==> src/rtl/ahb_wait_ram.sv <==
// ahb_wait_ram: AHB-Lite subordinate RAM with programmable wait states, byte-lane writes and two-cycle ERROR responses.
// Ports: h_clk/h_reset_n (sync active-low), address phase h_sel/h_trans/h_ready/h_addr/h_write/h_size,
//   data phase h_wstrb/h_wdata, responses h_rdata/h_readyout/h_resp.
// Optional macro AHB_WAIT_RAM_WPROT_EN: the top ProtWords words reject writes with ERROR.
module ahb_wait_ram #(
  parameter int          DataWidth  = 32,
  parameter int          NumWords   = 64,
  parameter logic [31:0] BaseAddr   = 32'h0000_0000,
  parameter int          WaitStates = 0,
  parameter int          ProtWords  = 0
) (
  input  logic                   h_clk,
  input  logic                   h_reset_n,
  input  logic                   h_sel,
  input  logic [1:0]             h_trans,
  input  logic                   h_ready,
  input  logic [31:0]            h_addr,
  input  logic                   h_write,
  input  logic [2:0]             h_size,
  input  logic [DataWidth/8-1:0] h_wstrb,
  input  logic [DataWidth-1:0]   h_wdata,
  output logic [DataWidth-1:0]   h_rdata,
  output logic                   h_readyout,
  output logic                   h_resp
);
  localparam int NB = DataWidth / 8;
  localparam int BB = $clog2(NB);
  localparam int AW = $clog2(NumWords);
  localparam logic [32:0] MemBytes = 33'(NumWords * NB);
  typedef enum logic [1:0] {IDLE, WAIT, ERR1, ERR2} state_t;
  state_t state;
  logic [DataWidth-1:0] mem [NumWords];
  logic [3:0] cnt;
  logic d_act, a_write;
  logic [AW-1:0] a_off, n_off;
  logic [BB-1:0] a_lo;
  logic [2:0] a_size;
  logic [31:0] rel;
  logic acc, prot, err, commit;
  logic [NB-1:0] be;
  logic [DataWidth-1:0] fwd;
  // h_readyout is high only when no data phase is stalled, so it also guards acceptance
  assign acc = h_sel & h_trans[1] & h_ready & h_readyout;
  assign rel = h_addr - BaseAddr;
  assign n_off = h_addr[BB +: AW];
`ifdef AHB_WAIT_RAM_WPROT_EN
  assign prot = h_write && (int'(n_off) >= NumWords - ProtWords);
`else
  logic unused;
  assign unused = ^{h_trans[0], 32'(ProtWords)};
  assign prot = 1'b0;
`endif
  assign err = (h_addr < BaseAddr) | ({1'b0, rel} >= MemBytes) | (h_size > 3'(BB)) |
               (|(h_addr[2:0] & ~(3'h7 << h_size))) | prot;
  // final OKAY data cycle of a write; a reset on that edge drops it
  assign commit = h_reset_n & d_act & h_readyout & a_write;
  always_comb begin
    be = '0;
    for (int b = 0; b < NB; b++)
      be[b] = h_wstrb[b] && (b >= int'(a_lo)) && (b < int'(a_lo) + (1 << a_size));
  end
  // a read accepted on the commit edge of a write to the same word sees the new bytes
  always_comb begin
    fwd = mem[n_off];
    for (int b = 0; b < NB; b++)
      if (commit && a_off == n_off && be[b]) fwd[8*b +: 8] = h_wdata[8*b +: 8];
  end
  always_ff @(posedge h_clk)
    if (commit)
      for (int b = 0; b < NB; b++)
        if (be[b]) mem[a_off][8*b +: 8] <= h_wdata[8*b +: 8];
  always_ff @(posedge h_clk) begin
    if (!h_reset_n) begin
      state <= IDLE;
      cnt <= '0;
      d_act <= 1'b0;
      a_write <= 1'b0;
      a_off <= '0;
      a_lo <= '0;
      a_size <= '0;
      h_readyout <= 1'b1;
      h_resp <= 1'b0;
      h_rdata <= '0;
    end else if (acc) begin
      a_off <= n_off;
      a_lo <= h_addr[BB-1:0];
      a_size <= h_size;
      a_write <= h_write;
      state <= err ? ERR1 : (WaitStates == 0 ? IDLE : WAIT);
      d_act <= !err;
      cnt <= err ? 4'd0 : 4'(WaitStates);
      h_readyout <= !err && WaitStates == 0;
      h_resp <= err;
      h_rdata <= (err || h_write) ? '0 : fwd;
    end else if (state == ERR1) begin
      state <= ERR2;
      h_readyout <= 1'b1;
    end else if (state == WAIT && cnt != 4'd0) begin
      cnt <= cnt - 4'd1;
      h_readyout <= cnt == 4'd1;
    end else begin
      state <= IDLE;
      d_act <= 1'b0;
      h_readyout <= 1'b1;
      h_resp <= 1'b0;
      h_rdata <= '0;
    end
  end
endmodule

==> config.mk <==
export PLATFORM = sky130hd
export DESIGN_NAME = ahb_wait_ram
export DESIGN_NICKNAME = d
export VERILOG_FILES = /design/src/rtl/ahb_wait_ram.sv
export SDC_FILE = /design/constraint.sdc
export NUM_CORES = 2
export LEC_CHECK = 0
export BUFFER_PORTS_ARGS = -buffer_cell sky130_fd_sc_hd__clkbuf_2
export CAP_MARGIN = 20
export CORE_MARGIN = 2
export CORE_UTILIZATION = 35
export DETAILED_ROUTE_END_ITERATION = 7
export PLACE_DENSITY = 0.59
export REMOVE_ABC_BUFFERS = 1
export SETUP_SLACK_MARGIN = 0.1
export SYNTH_ARGS = -nofsm -noshare
export SYNTH_HDL_FRONTEND = slang
export SYNTH_SLANG_ARGS = --single-unit
==> constraint.sdc <==
create_clock -name h_clk -period 3.4 [get_ports h_clk]
set_input_delay 0.34 -clock h_clk [delete_from_list [all_inputs] [get_ports h_clk]]
set_output_delay 0.34 -clock h_clk [all_outputs]
set_load 0.05 [all_outputs]
Word-level counts from Yosys, hierarchy flattened
Memory sizes are Yosys's and may differ from the RTL's.
Cells that the tools add are included.
Storage, ports and cells
  flip-flop bits (word level): 53
  latch bits: 0
  memory bits (read-only): 0
  memories kept: 1
  logic and storage cells: 96
  RAM bits: 2048
  output and inout port bits: 34
Memories
  mem: depth 64, bits a word 32, rd ports 1, clocked after Yosys merged registers in 0, write ports 1, line 32  | logic [DataWidth-1:0] mem [NumWords];
Operators by class
  mux-type cells: 31
  div/mod/pow operators: 0
  add/sub/neg operators: 2
  equality and inequality tests: 7
  bitwise gates (word level): 13
  multipliers: 0
  shift operators: 2
  reduce and logical (&&, ||, !) cells: 20
  magnitude comparators: 10
Operators by type and width (number)
  2-to-1 mux 32 bit: 4
  less-than comparator 3 x 32 -> 1 bit, first input constant: 2
  adder 3 x 32 -> 32 bit: 1
  >= comparator 32 x 9 -> 1 bit, second input constant: 1
  less-than comparator 1 x 32 -> 1 bit, first input constant: 1
  less-than comparator 2 x 32 -> 1 bit, first input constant: 1
  less-than comparator 32 x 1 -> 1 bit, second input constant: 1
  2-to-1 mux 8 bit: 4
  << shifter 1 x 3 -> 32 bit, first input constant: 1
  2-to-1 mux 1 bit: 19
  logical AND 1 bit: 13
  2-to-1 mux 2 bit: 4
  AND 1 bit: 6
  equality test 6 bit: 1
  equality test 4 x 1 -> 1 bit, second input constant: 1
  >= comparator 1 x 2 -> 1 bit, first input constant: 2
  != test 2 bit, second input constant: 2
  AND reduction 2 bit: 2
  nonzero test 4 bit: 1
  subtractor 4 x 1 -> 4 bit, second input constant: 1
  AND 3 bit: 1
  > comparator 3 x 2 -> 1 bit, second input constant: 1
  != test 3 bit, second input constant: 1
  inverter 3 bit: 1
  other kinds (10): 13

Logic depth before layout (Yosys ltp)
  depth in word-level cells: 8
  depth in mapped cells: 11

Worst setup path after synthesis
No wires, ideal clock.
  kind: reg2reg
  start point: register a_size[2]
  end point: memory mem[12][10] (enable)
  period minus slack after synthesis: 3209 ps
  slack: 191 ps
  path buffers: 2
  cell stages (with the launch flop): 12
  data arrival time: 2839 ps
  library setup time: 370 ps
  required time: 3030 ps
  cell sequence: dfxtp_1 -> nor3_1 -> ha_1 -> inv_1 -> fa_1 -> nor2b_1 -> a21oi_1 -> o311ai_0 -> or2_2 -> buf_2 -> buf_2 -> nor2_1
On the way
  cells in the longest elaborated chain, start to end: 7
Ends and longest elaborated chain
  from (decl): line 37  | logic [2:0] a_size;
  from (signal assigned): line 87  | a_size <= h_size;
  << shifter 1 x 3 -> 32 bit: line 60  | be[b] = h_wstrb[b] && (b >= int'(a_lo)) && (b < int'(a_lo) + (1 << a_size));
  adder 3 x 32 -> 32 bit: line 60
  less-than comparator 2 x 32 -> 1 bit: line 60
  logical AND 1 bit: line 60
  2-to-1 mux 1 bit: line 71  | if (be[b]) mem[a_off][8*b +: 8] <= h_wdata[8*b +: 8];
  2-to-1 mux 1 bit: line 69  | if (commit)
  2-to-1 mux 1 bit (not written as such): line 71
  to (decl): line 32
No other way between the ends.

Worst setup path in the final report
  start point: register a_size[2]
  end point: memory mem[21][19] (enable)
On the way
  cells in the longest elaborated chain, start to end: 7
Ends and longest elaborated chain (line)
  << shifter 1 x 3 -> 32 bit: 60
  adder 3 x 32 -> 32 bit: 60
  less-than comparator 3 x 32 -> 1 bit: 60
  logical AND 1 bit: 60
  2-to-1 mux 1 bit: 71
  2-to-1 mux 1 bit: 69
  2-to-1 mux 1 bit (not written as such): 71
No other way between the ends.

==> impl_metrics.tcl <==
set metrics [dict create \
    area_growth_pct 17.5 \
    tightest_slew_ns 1.13 \
    drc_errors 0 \
    cts_sinks 2101 \
    synth_area_per_cell_um2 21.3 \
    synth_seq_cells 2101 \
    setup_viol 0 \
    h-tree-depth 4 \
    clk-insertion-delay-late_ns 0.86 \
    layout-drive-gt1-share 0.334 \
    yosys.area_share.adder 0.00101 \
    synth_top_area_frac 0.754 \
    drt-pass1-iter-count 8 \
    synth-simple-area-share 0.0273 \
    grt_pass1_vias 41000 \
    netlist_instances 3824 \
    status "completed" \
    synth-xor-area-share 0.000966 \
    fmax_mhz 310 \
    drv_cap 0 \
    fin_crit_ns 3.23 \
    synthTopCellsByArea "edfxtp_1, mux4_2, dfxtp_1, nor2_1, mux2i_1" \
    synth-compound-area-share 0.0237 \
    yosysUniqueCellTypes 57 \
    ios 112 \
    routed_wl_um 220000 \
    synth_async_sr_flop_share 0 \
    rsz0062_at_grt "yes" \
    postRouteAntennaNets 0 \
    synth_top_family_by_area "multiplexers" \
    worst_path_max_delay_cell "o311ai_4" \
    synthMuxAreaShare 0.167 \
    worstPathMaxFanout 32 \
    yosysMostFrequentCell "edfxtp_1" \
    synthesis.area_mm2 0.0816 \
    rows 177 \
    core_mm2 0.232 \
    initial_core_util 0.352 \
    portBuffers 110 \
    synth_edf_count 2048 \
    endpoint_kind "register" \
    vias_per_cell 5.41 \
    grt_start_max_net_pins 66 \
    ctsLongestPathBuffers 3 \
    critPathKind "register to register" \
    grt.overflow.total 0 \
    root_buffer "clkbuf_16" \
    die_h_um 487 \
    relSlewSlack 0.243 \
    ys_warn_count 0 \
    place_congestion 0.822 \
    cpPeakStageDelay_ns 0.53 \
    path_buf_inv 3 \
    dieWidth_um 487 \
    leakagePower_uw 0.0300 \
    finalPower_uw 53800 \
    grt_first_pass_wirelength_um 312000 \
    fin_crit_sh 0.950 \
    startpoint_type "register" \
    finalMaxSlewViolations 0 \
    hold_path_class "input port to register" \
    cts_tree "yes" \
    postLayoutCoreUtil 0.413 \
    crit_chain "nor3_2 > ha_2 > inv_2 > fa_2 > buf_6 > nor4b_4 > a21oi_4 > o311ai_4 > or2_4 > buf_12 > nor2_1" \
    clkTransAtPathRegs_ns 0.06 \
    cp_top_family "simple AND/OR/NAND/NOR gates" \
    die-area_mm2 0.237 \
    synth-main-ff-cell "edfxtp_1" \
    hpwl_um 147000 \
    synthTopCellsByCount "edfxtp_1, mux4_2, nor2_1" \
    vias 40600 \
    synth-seq-area-share 0.767 \
    drtIter0Drc 4857 \
    yosysTopAreaCell "edfxtp_1" \
    wire_per_inst_um 29.4 \
    arrival_ns 3.75 \
    power.density_mw_per_mm2 561 \
    peakVddDrop_v 0.000504 \
    cp.required_ns 3.92 \
    hold_viol_final 0 \
    cts_made_buffers 200 \
    track_usage 0.184 \
    layout.nets 4366 \
    skew_ns 0.0480 \
    antenna_found_initial 13 \
]
[sequential cells by signal, indices dropped and copies added, names as in the netlist]
register    flops
h_rdata        32
h_readyout      1
a_off           6
state           2
mem          2048
a_lo            2
h_resp          1
a_write         1
cnt             4
a_size          3
d_act           1
[stage by stage]
stage	hold WS [ns]	TNS, ns	setup slack [ns]	cells	instance area [um^2]
after floorplan	0.416	-63.97	-0.126	3599	80500
after global placement	0.451	-362.02	-0.379	7078	87900
after detailed placement	0.460	-249.45	-0.276	7085	88000
after CTS	0.0149	0	0.0763	7486	95600
after global routing	0.0201	0	0.0920	7499	95900
final	0.0372	0	0.171	7502	95900
[logic make-up (layout without fill, tap and decap cells)]
logic type | Yosys count | count (layout)
AO/OA/AOI/OAI | 271 | 271
XOR/XNOR | 9 | 9
adder cells (fa/ha/maj) | 6 | 6
buffers and inverters | 233 | 864
flip-flops | 2101 | 2101
multiplexers | 678 | 678
other | 0 | 4
AND/OR/NAND/NOR | 526 | 526
[area by class of cell]
cell class | instances | area, um^2
sequential | 2101 | 62600
clock buffer | 241 | 5230
fill | 20100 | 136000
timing repair buffer | 481 | 4260
clock inverter | 134 | 1540
tap | 3043 | 3810
inverter | 8 | 30.0
multi-input combinational | 1490 | 18400
antenna | 4 | 10.0
[worst reg2reg max path, stage by stage, from the launching register on]
cell and delay [ns]:
dfxtp_2 0.32, nor3_2 0.17, ha_2 0.21, inv_2 0.04, fa_2 0.35, buf_6 0.13
nor4b_4 0.28, a21oi_4 0.12, o311ai_4 0.53, or2_4 0.27, buf_12 0.21, nor2_1 0.26
[layer usage]
layer  up-vias  track usage  part of all wire
met5         -            0           0.00031
met1     21700        0.249              0.40
li1      16900            -                 -
met4        10       0.0520             0.027
met3       285       0.0412             0.082
met2      1721        0.300              0.49
[path summary, 6_finish.rpt]
kind	startpoint	to	slack (ns)	depth (start not counted)
worst max-delay path	a_size[2]$_SDFFE_PN0P_	mem[21][19]$_DFFE_PP_	0.17	11
worst min-delay path	h_wdata[20]	mem[12][20]$_DFFE_PP_	0.04	1
worst max register to register	a_size[2]$_SDFFE_PN0P_	mem[21][19]$_DFFE_PP_	0.17	11
worst min register to register	d_act$_SDFFE_PN0P_	d_act$_SDFFE_PN0P_	0.47	1
[layout by cell type, fill, tap and decap left out, types with 26 or more instances in the layout]
master / n
a211oi_1: 29
a21oi_1: 41
a22oi_1: 48
buf_12: 57
buf_4: 281
bufinv_16: 26
clkbuf_1: 35
clkbuf_16: 203
clkbuf_2: 106
clkinv_1: 38
clkinv_2: 40
dfxtp_1: 51
edfxtp_1: 2048
mux2_2: 42
mux2i_1: 96
mux4_2: 540
nand2_1: 137
nor2_1: 166
nor2_2: 89
nor2_4: 27
o22ai_1: 43
[power breakdown]
part | total (uW) | switching (uW) | leakage (uW) | internal, uW
clock network | 22800 | 9790 | 0.00328 | 13000
registers | 28400 | 8.95 | 0.0188 | 28400
logic | 2580 | 1570 | 0.00785 | 1010
[repair_timing]
action	CTS	global route
setup buffers	12	4
gates resized for setup	136	43
endpoints found under the hold margin	42	16
setup endpoints to repair	1998	1809
gates cloned	1	1
pin swaps	6	12
hold buffers	13	2
Note: power is estimated with default switching activity, not from simulation.
